[src/rtl/disp_pkg.sv]
// disp_pkg: shared seven-segment types, constants and BCD pattern table
package disp_pkg;
  typedef logic [7:0] seg_t;
  localparam logic [6:0] SEG_BLANK = 7'h7F;
  localparam logic [6:0] SEG_DASH = 7'h3F;
  localparam logic [6:0] BCD_PAT [16] = '{
    7'h40, 7'h79, 7'h24, 7'h30, 7'h19, 7'h12, 7'h02, 7'h78,
    7'h00, 7'h10, SEG_DASH, SEG_DASH, SEG_DASH, SEG_DASH, SEG_DASH, SEG_DASH
  };
endpackage

[src/rtl/bcd_to_sseg.sv]
// bcd_to_sseg: active-low segment decode, dash for non-decimal codes
module bcd_to_sseg
  import disp_pkg::*;
(
  input  logic [3:0] i_bcd,
  output logic [6:0] o_seg
);
  assign o_seg = BCD_PAT[i_bcd];
endmodule

[src/rtl/freq_disp_mux.sv]
// freq_disp_mux: multiplexed 4-digit display with zero blanking, dp and anti-ghost gap
module freq_disp_mux
  import disp_pkg::*;
#(
  parameter int REFRESH_BITS = 18,
  parameter int BLANK_CYCLES = 256
) (
  input  logic       clk,
  input  logic       reset,
  input  logic       load,
  input  logic [3:0] bcd_in [3:0],
  input  logic [3:0] autoscale,
  output logic [3:0] an,
  output seg_t       seg
);
  localparam logic [REFRESH_BITS-1:0] ONE = 1;
  localparam logic [REFRESH_BITS-3:0] BLANK_L = BLANK_CYCLES[REFRESH_BITS-3:0];
  logic [REFRESH_BITS-1:0] r_cnt;
  logic [3:0] r_dig [3:0];
  logic [3:0] r_dp;
  logic [3:0] r_an;
  seg_t r_seg;
  logic [1:0] w_sel;
  logic [3:0] w_zero;
  logic [6:0] w_dec;
  logic w_dp_on;
  logic w_lz;
  logic w_gap;
  assign w_sel = r_cnt[REFRESH_BITS-1 -: 2];
  assign w_gap = r_cnt[REFRESH_BITS-3:0] < BLANK_L;
  assign w_zero[3] = r_dig[3] == 4'd0;
  assign w_zero[2] = w_zero[3] && r_dig[2] == 4'd0;
  assign w_zero[1] = w_zero[2] && r_dig[1] == 4'd0;
  assign w_zero[0] = w_zero[1] && r_dig[0] == 4'd0;
  assign w_dp_on = r_dp <= 4'd3 && r_dp[1:0] == w_sel;
  assign w_lz = w_sel != 2'd0 && (r_dp > 4'd3 || {2'b00, w_sel} > r_dp) && w_zero[w_sel];
  assign an = r_an;
  assign seg = r_seg;
  bcd_to_sseg u_dec (
    .i_bcd(r_dig[w_sel]),
    .o_seg(w_dec)
  );
  // Scan counter and shadow copy of the last loaded result
  always_ff @(posedge clk) begin
    if (reset) begin
      r_cnt <= '0;
      r_dig <= '{default: 4'h0};
      r_dp <= 4'hF;
    end else begin
      r_cnt <= r_cnt + ONE;
      if (load) begin
        r_dig <= bcd_in;
        r_dp <= autoscale;
      end
    end
  end
  // Registered pin drive; anodes held off during the start-of-slot gap
  always_ff @(posedge clk) begin
    if (reset) begin
      r_an <= 4'hF;
      r_seg <= 8'hFF;
    end else begin
      r_an <= w_gap ? 4'hF : ~(4'b0001 << w_sel);
      r_seg <= {~w_dp_on, w_lz ? SEG_BLANK : w_dec};
    end
  end
endmodule

[config.mk]
export PLATFORM = sky130hd
export DESIGN_NAME = freq_disp_mux
export DESIGN_NICKNAME = d
export VERILOG_FILES = /design/src/rtl/disp_pkg.sv /design/src/rtl/bcd_to_sseg.sv /design/src/rtl/freq_disp_mux.sv
export SDC_FILE = /design/constraint.sdc
export NUM_CORES = 1
export LEC_CHECK = 0
export ABC_AREA = 0
export CORE_MARGIN = 5
export CORE_UTILIZATION = 46
export CTS_BUF_LIST = sky130_fd_sc_hd__clkbuf_2 sky130_fd_sc_hd__clkbuf_4 sky130_fd_sc_hd__clkbuf_8
export DETAILED_ROUTE_END_ITERATION = 6
export PLACE_DENSITY = 0.7
export SYNTH_ARGS = -nofsm -noshare
export SYNTH_HDL_FRONTEND = slang
export SYNTH_SLANG_ARGS = --single-unit
[constraint.sdc]
create_clock -name clk -period 4.35 [get_ports clk]
set_clock_uncertainty 0.05 [all_clocks]
set_input_delay 0.435 -clock clk [delete_from_list [all_inputs] [get_ports clk]]
set_output_delay 0.435 -clock clk [all_outputs]
set_load 0.005 [all_outputs]
==> run_results.csv <==
group,metric,value,unit
status,status,"finished clean",
min_path,hold_path.startpoint,"r_dp[2]",
route,postRouteAntennaNets,0,
clock_tree,cts_inserted_buffers,5,
critical_path,cpPeakStageDelay,640,ps
critical_path,path_delay_family,"multiplexers",
pwr,p_leak,1.07,nW
critical_path,crit_path_start,"r_cnt[16]",
global_route,met2_usage,0.226,
global_route,busiest_layer,"met2",
logic_synthesis,synthFlopType,"dfxtp_1",
logic_synthesis,synth_most_common_cell,"dfxtp_1",
sta,finalMaxSlewViolations,0,
final_layout,syn_to_final_growth,19.8,%
logic_synthesis,syn_inst,232,
final_layout,fin_nets,293,
logic_synthesis,ys_seq_area_frac,0.442,
sta,tightest_slew,1190,ps
global_route,grt_remaining_overflow,0,
die,start_util,0.476,
critical_path,critPathBufInv,2,
pwr,power_density,320,nW/µm²
critical_path,r2r_end,"seg[3]",
critical_path,start_kind,"register",
critical_path,cpMaxStageDelayCell,"mux4_2",
critical_path,r2r_slack,2110,ps
critical_path,crit_type,"reg -> reg",
global_route,grt_start_max_net_pins,25,
route,wl,4190,µm
clock_tree,root_buffer,"clkbuf_8",
clock_tree,cts_tree,"done",
final_layout,fin_util,0.571,
critical_path,required,4470,ps
critical_path,endpoint,"seg[3]",
place,gp_congestion,0.745,
route,avgViaCountPerCell,5.09,
clock_tree,clock_sinks,50,
sta,post-route-period-util,0.515,
clock_tree,cts_hold_buf,0,
sta,setup_tns,0,ps
die,dieArea,6420,µm²
critical_path,worstSetupEndpointType,"register",
final_layout,drive_above_1_share,0.0875,
job,maxCapViolCount,0,
place,dpl.hpwl,3080,µm
place,port-buffer-count,34,
critical_path,reg2reg_depth,7,
sta,fin_crit,2240,ps
route,drt_iter0_drc,54,
die,die_y,80.1,µm
route,wl_per_cell,12.7,µm
logic_synthesis,syn_area,2260,µm²
die,core_area,4750,µm²
logic_synthesis,syn_nets,263,
logic_synthesis,synthTopCellsByArea,"dfxtp_1, mux2i_1, nor2_1",
logic_synthesis,avgSynthCellArea,9.76,µm²
clock_tree,clk_pin_slew,90,ps
critical_path,r2r-start,"r_cnt[16]",
sta,maxSlewHeadroom,0.206,
final_layout,antenna_cells,0,
logic_synthesis,synthArstFlopShare,0,
sta,rsz0062_at_grt,"no",
logic_synthesis,synth_seq_cells,50,
critical_path,crit_cells,7,
logic_synthesis,synthDistinctLibCells,39,
die,num_rows,25,
final_layout,fillers,433,
logic_synthesis,netlist_top_cells_count,"dfxtp_1, nor2_1, mux2i_1, nand3_1, nand2_1",
sta,hold_viol,0,
sta,fmax,447,MHz
global_route,grt_pass1_wl,7430,µm
route,first_pass_iters,4,
global_route,grt_util_met3,0.0404,
die,ios,35,
critical_path,crit_arrival,2360,ps
die,die_w,80.1,µm
clock_tree,ctsResizeCount,0,
logic_synthesis,synth_edf_count,0,
route,drc_errors,0,
pwr,ir_worst_vdd,0.000229,V
logic_synthesis,yosysTopAreaCell,"dfxtp_1",
logic_synthesis,synth_top_cell_area_share,0.442,
global_route,met1_usage,0.192,
min_path,hold_class,"reg -> reg",
logic_synthesis,yosysWarnings,0,
critical_path,crit_top_cell,"inv_1",
global_route,grtUsageTotal,0.146,
clock_tree,worstSkewPairLatency,300,ps
global_route,grt_pass1_vias,1628,
critical_path,critical_path.cell_chain,"mux4_2, inv_1, ha_1, inv_1, or2_2, mux2i_1, nand3_1",
clock_tree,cts_setup_buffers,0,
critical_path,crit_fanout,11,
global_route,antenna_found_initial,0,
clock_tree,cts_max_path_buffers,2,
clock_tree,htree_num_levels,2,
route,route.vias.total,1681,
sta,setup_violations,0,
-- layout make-up --
| class | instances | area, µm² | share of cell area |
|---|---|---|---|
| inverters | 8 | 30.0 | 0.0111 |
| clock buffers | 7 | 90.1 | 0.0332 |
| flip-flops and latches | 50 | 1000 | 0.369 |
| well taps | 67 | 83.8 | 0.0309 |
| multi-input cells | 162 | 1150 | 0.426 |
| repair buffers | 35 | 348 | 0.128 |
| clock inverters | 1 | 5.00 | 0.00185 |
-- sequential cells by signal (all words and copies together) (netlist names) --
| signal | flops |
|---|---|
| r_cnt | 18 |
| r_dig | 16 |
| seg | 8 |
| an | 4 |
| r_dp | 4 |
-- worst min-delay path by stage --
stage,endpoint,cells after the start
floorplan,r_dp[3],2
global placement,r_dp[2],2
detailed placement,r_dp[2],2
CTS,r_dp[2],2
global route,r_dp[2],2
finish,r_dp[2],2
-- stage by stage --
| step | power [W] | instance area [µm²] | setup slack [ps] | instances | hold slack (ps) |
|---|---|---|---|---|---|
| floorplan | 0.000559 | 2260 | 2360 | 232 | 391 |
| global placement | 0.000600 | 2620 | 2150 | 322 | 405 |
| detailed placement | 0.000601 | 2620 | 2090 | 322 | 413 |
| CTS | 0.000880 | 2710 | 2080 | 330 | 435 |
| global route | 0.000908 | 2710 | 1900 | 330 | 476 |
| finish | 0.000868 | 2710 | 2110 | 330 | 429 |
-- layout by cell type (no fill, tap or decap), types with 2 or more instances in the layout --
cell type / netlist / final
a21oi_1: 7 / 7
and3_1: 2 / 2
clkbuf_8: 0 / 6
clkdlybuf4s50_1: 0 / 34
dfxtp_1: 50 / 50
ha_1: 8 / 8
inv_1: 8 / 8
mux2_4: 2 / 2
mux2i_1: 21 / 21
mux4_2: 4 / 4
nand2_1: 11 / 11
nand2b_1: 2 / 2
nand3_1: 19 / 19
nand4_1: 4 / 4
nor2_1: 36 / 36
nor2b_1: 3 / 3
nor3_1: 3 / 3
nor4_1: 5 / 5
o211ai_1: 2 / 2
o22ai_1: 3 / 3
o31ai_1: 2 / 2
or2_2: 2 / 2
or4_1: 2 / 2
xnor2_1: 6 / 6
xor2_1: 6 / 6
-- per-layer routing --
layer | vias up | routed length [µm]
met2 | 37 | 1830
met3 | 2 | 232
li1 | 865 | -
met4 | 0 | 35
met5 | - | 0
met1 | 777 | 2100
-- power breakdown --
group | leakage [nW] | internal (W) | switching, W
clock network | 0.0517 | 0.000135 | 0.000143
registers | 0.410 | 0.000477 | 0.0000119
logic | 0.604 | 0.0000596 | 0.0000411
total | 1.07 | 0.000671 | 0.000196
-- worst min-delay path, delay by kind of cell, from the launching register on --
family,cells,cell delay [ps]
multiplexers,1,60
AND/OR/NAND/NOR,1,60
flip-flops,1,330
-- cells by family (layout without fill, tap and decap cells) --
logic type,after synthesis,after routing,share of synthesized area
buf+inv,20,51,0.0475
simple gates,96,96,0.213
fa+ha+maj,8,8,0.0442
compound gates,18,18,0.0553
mux,28,28,0.151
flops,50,50,0.442
xor+xnor,12,12,0.0464
(Power assumes the default switching activity.)
